File: src/rtl/conv_sequencer.sv
// 1-D valid convolution sequencer: one time-shared DWxDW multiplier, one result
// per window position handed to the readout block over valid/ready.
module conv_sequencer #(
  parameter int DW      = 8,
  parameter int TAPS    = 4,
  parameter int SAMPLES = 16,
  parameter int ACCW    = 18
) (
  input  logic                    clk,
  input  logic                    rst_n,
  input  logic                    start,
  input  logic                    abort,
  input  logic [TAPS*DW-1:0]      weights,
  input  logic [SAMPLES*DW-1:0]   data,
  output logic                    out_valid,
  input  logic                    out_ready,
  output logic [ACCW-1:0]         out_data,
  output logic [3:0]              out_index,
  output logic                    busy,
  output logic                    done
);

  localparam int NOUT  = SAMPLES - TAPS + 1;
  localparam int TAPW  = $clog2(TAPS);
  localparam int SIDXW = $clog2(SAMPLES);

  typedef enum logic [1:0] {IDLE, MAC, EMIT, DONE} state_e;

  state_e            state_q, state_d;
  logic [ACCW-1:0]   acc_q, acc_d;
  logic [TAPW-1:0]   tap_q, tap_d;
  logic [3:0]        pos_q, pos_d;
  logic [ACCW-1:0]   outData_q, outData_d;
  logic [3:0]        outIndex_q, outIndex_d;
  logic              outValid_q, outValid_d;

  logic [DW-1:0]     samp_q [SAMPLES];
  logic [DW-1:0]     wt_q   [TAPS];

  logic              loadSnap;
  logic [SIDXW-1:0]  sampIdx;
  logic [2*DW-1:0]   prod;
  logic [ACCW-1:0]   accSum;

  assign sampIdx = SIDXW'(pos_q) + SIDXW'(tap_q);
  assign prod    = samp_q[sampIdx] * wt_q[tap_q];
  assign accSum  = (tap_q == '0) ? ACCW'(prod) : acc_q + ACCW'(prod);

  assign out_valid = outValid_q;
  assign out_data  = outData_q;
  assign out_index = outIndex_q;
  assign busy      = (state_q == MAC) || (state_q == EMIT);
  assign done      = (state_q == DONE);

  // Operand snapshot: taken only when a run is accepted, so later SPI loads are invisible.
  always_ff @(posedge clk) begin
    if (loadSnap) begin
      for (int i = 0; i < SAMPLES; i++) samp_q[i] <= data[DW*i +: DW];
      for (int k = 0; k < TAPS; k++)    wt_q[k]   <= weights[DW*k +: DW];
    end
  end

  always_ff @(posedge clk) begin
    if (!rst_n) begin
      state_q    <= IDLE;
      acc_q      <= '0;
      tap_q      <= '0;
      pos_q      <= '0;
      outData_q  <= '0;
      outIndex_q <= '0;
      outValid_q <= 1'b0;
    end else begin
      state_q    <= state_d;
      acc_q      <= acc_d;
      tap_q      <= tap_d;
      pos_q      <= pos_d;
      outData_q  <= outData_d;
      outIndex_q <= outIndex_d;
      outValid_q <= outValid_d;
    end
  end

  always_comb begin
    state_d    = state_q;
    acc_d      = acc_q;
    tap_d      = tap_q;
    pos_d      = pos_q;
    outData_d  = outData_q;
    outIndex_d = outIndex_q;
    outValid_d = outValid_q;
    loadSnap   = 1'b0;

    case (state_q)
      IDLE: begin
        if (start && !abort) begin
          loadSnap = 1'b1;
          pos_d    = '0;
          tap_d    = '0;
          state_d  = MAC;
        end
      end
      MAC: begin
        if (abort) begin
          outValid_d = 1'b0;
          state_d    = IDLE;
        end else begin
          acc_d = accSum;
          if (tap_q == TAPW'(TAPS - 1)) begin
            outData_d  = accSum;
            outIndex_d = pos_q;
            outValid_d = 1'b1;
            state_d    = EMIT;
          end else begin
            tap_d = tap_q + TAPW'(1);
          end
        end
      end
      EMIT: begin
        // Abort outranks a simultaneous handshake; that result is dropped.
        if (abort) begin
          outValid_d = 1'b0;
          state_d    = IDLE;
        end else if (outValid_q && out_ready) begin
          outValid_d = 1'b0;
          if (pos_q == 4'(NOUT - 1)) begin
            state_d = DONE;
          end else begin
            pos_d   = pos_q + 4'd1;
            tap_d   = '0;
            state_d = MAC;
          end
        end
      end
      DONE: begin
        state_d = IDLE;
      end
      default: begin
        state_d = IDLE;
      end
    endcase
  end

endmodule
File: config.mk
export PLATFORM = sky130hd
export DESIGN_NAME = conv_sequencer
export DESIGN_NICKNAME = d
export VERILOG_FILES = /design/src/rtl/conv_sequencer.sv
export SDC_FILE = /design/constraint.sdc
export NUM_CORES = 1
export LEC_CHECK = 0
export ABC_AREA = 1
export CORE_ASPECT_RATIO = 1.75
export CORE_MARGIN = 5
export CORE_UTILIZATION = 49
export DETAILED_ROUTE_END_ITERATION = 7
export GPL_TIMING_DRIVEN = 0
export PLACE_DENSITY = 0.77
export SLEW_MARGIN = 30
export SYNTH_ARGS = -nofsm -noshare
export SYNTH_HDL_FRONTEND = slang
export SYNTH_SLANG_ARGS = --single-unit
File: constraint.sdc
create_clock -name clk -period 9.56 [get_ports clk]
set_clock_uncertainty 0.1 [all_clocks]
set_input_delay 1.434 -clock clk [delete_from_list [all_inputs] [get_ports clk]]
set_output_delay 1.434 -clock clk [all_outputs]
set_load 0.005 [all_outputs]
==> reports/qor.yml, run 1 <==
hold_viol_final: 0
drv_cap: 0
rr_worst_depth: 30
hold_start: "out_valid$_SDFFE_PN0P_"
grt_max_degree: 29
path_clk_slew_ns: 0.07
clk_latency_ns: 0.51
cts_made_buffers: 20
cts_buffer_depth: 3
crit_type: "reg -> reg"
reg2reg_slack_ns: 1.91
pre_cts_slack_ns: 2.06
antenna_found_initial: 0
yosysUniqueCellTypes: 47
die_y_um: 218
place_congestion: 0.942
area_growth_pct: 25.4
crit_family: "adder cells"
ys_ff_latch: 211
arrival_ns: 7.97
fin_tns_setup_ns: 0
dr.pass1.iters: 7
synth_top_family_by_area: "simple AND/OR/NAND/NOR gates"
seq_area_um2: 5830
startpoint: "pos_q[0]$_SDFFE_PN0P_"
slew_violations: 0
cts_root_buf: "clkbuf_16"
holdPathStages: 2
wl_um: 33800
multiInputGateArea_um2: 5380
outcome: "finished clean"
synth-simple-area-share_pct: 22.2
rsz0062_at_grt: "false"
synth-adder-area-share_pct: 12.8
hold_path_end: "out_valid$_SDFFE_PN0P_"
layout.cells.non_filler: 1852
htreeDepth: 1
synth-xor-area-share_pct: 0.953
grt_pass1_wl_um: 52300
cpPeakStageDelay_ns: 0.54
syn_inst: 1310
placed_cells: 1816
cp_max_fo: 10
r2r_start: "pos_q[0]$_SDFFE_PN0P_"
grt-ovfl-total: 0
synthArstFlopShare_pct: 0
ys_seq_area_share_pct: 48.2
cts_resized: 0
synth_edf_count: 160
cts_setup_buffers: 0
synth_compound_area_share_pct: 8.47
hpwl_um: 27100
drt-initial-drc-count: 622
yosysWarnings: 0
initial_core_util_pct: 49.4
core_area_um2: 24400
globalRouteTotalUtil_pct: 24.0
hp-class: "reg -> reg"
drive_above_1_share_pct: 7.73
dieWidth_um: 129
drcViolationCount: 0
diodes: 0
layout_setup_ws_ns: 1.91
setup_viol: 0
path_common_cell: "fa_1"
period_minus_slack_ns: 7.65
rows: 76
synthMuxAreaShare_pct: 0.0829
end_kind: "register"
tightest_slew_ns: 0.693
critPathRequiredTime_ns: 9.87
path_buf_inv: 6
min_period_over_period_pct: 80.0
synth.net_count: 1576
hold_buffers: 0
fmax_mhz: 131
ant_nets: 0
dominantRegCellSynth: "edfxtp_1"
io_buffers: 188
first_global_vias: 10346
drt-wirelength-per-cell_um: 18.2
startpoint_type: "register"
vias_per_cell: 5.37
die-area_um2: 28000
r2r_end: "out_data[14]$_SDFFE_PN0P_"
nets: 1792
cts_sinks: 211
num_vias: 9938
synth_area_per_cell_um2: 9.22
cpMaxStageDelayCell: "fa_1"
maxSlewHeadroom_pct: 53.7
pin_count: 190
syn_area_um2: 12100
cts_tree: "built"
fill_cells: 1998
area by class of cell:
| type | instances | share of cell area (%) |
|---|---|---|
| flip-flops and latches | 211 | 38.5 |
| well taps | 312 | 2.58 |
| clock inverters | 13 | 0.735 |
| inverters | 171 | 4.25 |
| plain buffers | 39 | 1.56 |
| repair buffers | 194 | 13.5 |
| clock buffers | 23 | 3.38 |
| multi-input cells | 889 | 35.5 |
cells in the final DEF (no fill, tap or decap), types with 18 or more instances in the layout:
master / count
a21oi_1: 59
inv_1: 154
clkdlybuf4s50_1: 188
nor2_1: 145
ha_1: 63
o21ai_0: 40
nand2_1: 290
buf_2: 18
clkbuf_16: 20
fa_1: 38
edfxtp_1: 160
dfxtp_1: 51
nand3_1: 121
worst reg2reg max path: cells and delay by family, from the launching register on:
family	cells	cell delay, ns
flip-flops	1	0.42
XOR/XNOR	1	0.46
buffers and inverters	6	0.62
adder cells (fa/ha/maj)	8	3.52
AO/OA/AOI/OAI	5	1.13
AND/OR/NAND/NOR	10	1.30
state kept, by name, indices dropped and copies added (netlist names), named ones only:
register,flops
out_valid,1
pos_q,4
state_q,2
out_index,4
out_data,18
wt_q,32
acc_q,18
samp_q,128
tap_q,2
cells by family after synthesis:
| logic type | after synthesis |
|---|---|
| DFF | 211 |
| buffers and inverters | 210 |
| and+or+nand+nor | 621 |
| xor gates and xnor gates | 11 |
| adders and majority gates | 101 |
| muxes | 1 |
| AOI/OAI and AO/OA | 155 |
per-stage QoR:
stage / utilization [%] / hold slack, ns / cell area, um2
detailed placement: 59.4 / 0.393 / 14500
CTS: 62.0 / 0.409 / 15100
global route: 62.0 / 0.426 / 15100
finish: 62.0 / 0.405 / 15100
floorplan: - / 0.372 / 12100
global placement: 58.7 / 0.377 / 14400
how the worst max path moves through the flow:
stage                                end  slack (ns)  cells past startpoint
6_report       out_data[14]$_SDFFE_PN0P_        1.91                     30
5_1_grt        out_data[14]$_SDFFE_PN0P_        1.51                     30
4_1_cts        out_data[14]$_SDFFE_PN0P_        1.99                     30
3_5_place_dp   out_data[14]$_SDFFE_PN0P_        2.06                     30
3_3_place_gp        wt_q[0][5]$_DFFE_PP_       -2.13                      4
2_1_floorplan     samp_q[0][0]$_DFFE_PP_        0.52                      3
metal layers:
layer / share of wire [%] / vias to the layer above / GRT usage, %
met5: 0 / - / 0
met2: 55 / 415 / 46.3
met3: 5.3 / 127 / 3.16
li1: - / 4771 / -
met4: 7.6 / 0 / 16.0
met1: 32 / 4625 / 22.6
cell usage after synthesis (2+ instances only):
| cell type | count | area share [%] |
|---|---|---|
| a21oi_1 | 59 | 2.4 |
| buf_6 | 6 | 0.56 |
| clkbuf_1 | 8 | 0.25 |
| inv_2 | 16 | 0.50 |
| a32oi_4 | 6 | 1.4 |
| nand4_1 | 8 | 0.41 |
| or2_0 | 2 | 0.10 |
| o21ai_0 | 40 | 1.7 |
| xor2_1 | 5 | 0.36 |
| o221ai_1 | 2 | 0.15 |
| dfxtp_1 | 51 | 8.5 |
| o22ai_1 | 4 | 0.21 |
| ha_1 | 63 | 6.5 |
| buf_2 | 18 | 0.75 |
| nor3_1 | 5 | 0.21 |
| or2_1 | 9 | 0.47 |
| o21a_1 | 10 | 0.62 |
| o21ai_1 | 5 | 0.21 |
| nand2_1 | 290 | 9.0 |
| and2_1 | 6 | 0.31 |
| nand3b_1 | 5 | 0.31 |
| nor2_4 | 2 | 0.19 |
| buf_4 | 6 | 0.37 |
| nand2_2 | 8 | 0.41 |
| or2_2 | 13 | 0.67 |
| nor2_1 | 146 | 4.5 |
| fa_1 | 38 | 6.3 |
| edfxtp_1 | 160 | 40 |
| a31oi_1 | 2 | 0.10 |
| nand3_1 | 121 | 5.0 |
| inv_1 | 154 | 4.8 |
| o211ai_1 | 3 | 0.19 |
| o21bai_1 | 6 | 0.37 |
| a22oi_1 | 11 | 0.68 |
| xnor2_1 | 5 | 0.36 |
| nand3_2 | 5 | 0.41 |
| a211oi_1 | 2 | 0.12 |
Power of run 1 is not shown: default switching activity piles up to over one toggle a cycle in this logic, so the estimate is an artifact.
==> run 2, diff against run 1 <==
==> constraint.sdc (replaced) <==
create_clock -name clk -period 6.8 [get_ports clk]
set_clock_uncertainty 0.1 [all_clocks]
set_input_delay 1.02 -clock clk [delete_from_list [all_inputs] [get_ports clk]]
set_output_delay 1.02 -clock clk [all_outputs]
set_load 0.005 [all_outputs]
==> run 2 against run 1 <==
The run now ends with DRC left. Critical path depth up 7. Non-clock buffer count rose by 45. Hold slack worse by 0.015 ns. Die area unchanged. First-iteration DRC count down 7.2%. Largest cell class is now multi-input combinational cells. Highest routed layer unchanged.
==> reports/qor.yml, run 2 (synthesized netlist as in run 1, its figures left out) <==
outcome: "complete, but fails checks"
violations: "DRC"
place_congestion: 0.949
htreeDepth: 1
wl_um: 34700
pin_count: 190
hpwl_um: 26300
hold_start: "out_data[1]$_SDFFE_PN0P_"
first_global_vias: 10405
drv_cap: 0
rsz0062_at_grt: "true"
fill_cells: 1789
globalRouteTotalUtil_pct: 23.6
reg2reg_slack_ns: 0.05
whs_ns: 0.390
hold_buffers: 0
startpoint_type: "register"
slew_violations: 0
arrival_ns: 7.07
cpMaxStageDelayCell: "fa_2"
cts_made_buffers: 20
hold_path_end: "out_data[1]$_SDFFE_PN0P_"
grt-ovfl-total: 0
dieWidth_um: 129
critPathRequiredTime_ns: 7.11
largest-register: "samp_q"
cts_buffer_depth: 3
r2r_start: "pos_q[0]$_SDFFE_PN0P_"
initial_core_util_pct: 49.4
nets: 1837
cts_sinks: 211
vias_per_cell: 5.35
end_kind: "register"
core_area_um2: 24400
area_growth_pct: 37.1
cp_max_fo: 7
min_period_over_period_pct: 99.3
die_y_um: 218
r2r_end: "out_data[13]$_SDFFE_PN0P_"
drt-initial-drc-count: 577
maxSlewHeadroom_pct: 51.2
largest_reg_flops: 128
dr.pass1.iters: 8
grt_pass1_wl_um: 51800
hold_viol_final: 0
path_common_cell: "nand2_1"
cts_root_buf: "clkbuf_16"
fmax_mhz: 148
tightest_slew_ns: 0.732
period_minus_slack_ns: 6.75
final_common_cell: "nand2_1"
hp-class: "reg -> reg"
num_vias: 10147
setup_viol: 0
holdPathStages: 2
drt-wirelength-per-cell_um: 18.3
ant_nets: 0
cts_tree: "built"
antenna_found_initial: 0
grt_max_degree: 29
drive_above_1_share_pct: 20.1
path_clk_slew_ns: 0.07
crit_type: "reg -> reg"
diodes: 0
die-area_um2: 28000
io_buffers: 188
top_regs: "samp_q (128), wt_q (32)"
cpPeakStageDelay_ns: 0.63
layout_common_cells: "257 x nand2_1, 188 x clkdlybuf4s50_1, 160 x edfxtp_1, 145 x inv_1, 129 x nor2_1"
rr_worst_depth: 37
drcViolationCount: 1
clk_latency_ns: 0.51
rows: 76
## run 2: cell count changes in the layout (fill, tap and decap cells not counted), sizes merged
cell,delta
buf,+43
bufinv,+2
clkinv,+1
inv,-3
clkbuf,+2
## run 2: layer usage
layer  GRT usage, %  routed length (um)  vias up
met3           3.19                1640      113
met2           46.8               20000      380
met4           13.2                2010        0
li1               -                   -     4857
met5              0                   0        -
met1           22.3               11000     4797
## run 2: worst max path at each step
stage,from,end,depth (start not counted)
finish,pos_q[0]$_SDFFE_PN0P_,out_data[13]$_SDFFE_PN0P_,37
global route,pos_q[0]$_SDFFE_PN0P_,out_data[13]$_SDFFE_PN0P_,36
CTS,pos_q[0]$_SDFFE_PN0P_,out_data[13]$_SDFFE_PN0P_,32
detailed placement,pos_q[0]$_SDFFE_PN0P_,out_data[13]$_SDFFE_PN0P_,35
global placement,abort,wt_q[0][5]$_DFFE_PP_,4
floorplan,pos_q[0]$_SDFFE_PN0P_,acc_q[13]$_SDFFE_PN0P_,37
## run 2: final cells by class
type                            instances  area (um2)  area share (%)
Multi-Input combinational cell        889        6240            37.7
Sequential cell                       211        5830            35.2
Timing Repair Buffer                  239        2490            15.0
Inverter                              171         657            3.97
Clock buffer                           23         512            3.09
Tap cell                              312         390            2.36
Buffer                                 39         287            1.73
Clock inverter                         13         154           0.929
## run 2: per-stage QoR
stage | area [um2] | setup TNS, ns | util, % | cells | setup WS (ns)
global route | 16600 | -1.76 | 67.8 | 1897 | -0.189
detailed placement | 14600 | -9.17 | 59.6 | 1817 | -0.706
floorplan | 12100 | 0 | - | 1310 | 0.570
finish | 16600 | 0 | 67.8 | 1897 | 0.0460
global placement | 14400 | -142.66 | 58.7 | 1810 | -0.869
CTS | 15600 | -0.00669 | 64.0 | 1867 | -0.00669
## run 2: worst max-delay path, delay by kind of cell (launching register included)
kind	cells	cell delay (ns)
buffers and inverters	8	0.60
AND/OR/NAND/NOR	19	1.93
flip-flops	1	0.36
adder cells (fa/ha/maj)	8	3.39
AO/OA/AOI/OAI	2	0.25
## run 2: repair_timing
item / CTS / global route
pin swaps: 19 / 79
setup endpoints to repair: 22 / 22
setup buffers: 13 / 28
endpoints found under the hold margin: 0 / 0
gates resized for setup: 67 / 162
cloned: 1 / 2
Power of run 2 is left out for the same reason.
==> run 3, diff against run 2 <==
--- a/config.mk
+++ b/config.mk
@@ -11,6 +11,7 @@
 export CORE_UTILIZATION = 49
 export DETAILED_ROUTE_END_ITERATION = 7
 export GPL_TIMING_DRIVEN = 0
+export HOLD_SLACK_MARGIN = 0.06
 export PLACE_DENSITY = 0.77
 export SLEW_MARGIN = 30
 export SYNTH_ARGS = -nofsm -noshare
==> results of run 3 <==
Final layout, timing and power as in run 2 (identical DEF).
Power of run 3 is left out for the same reason.
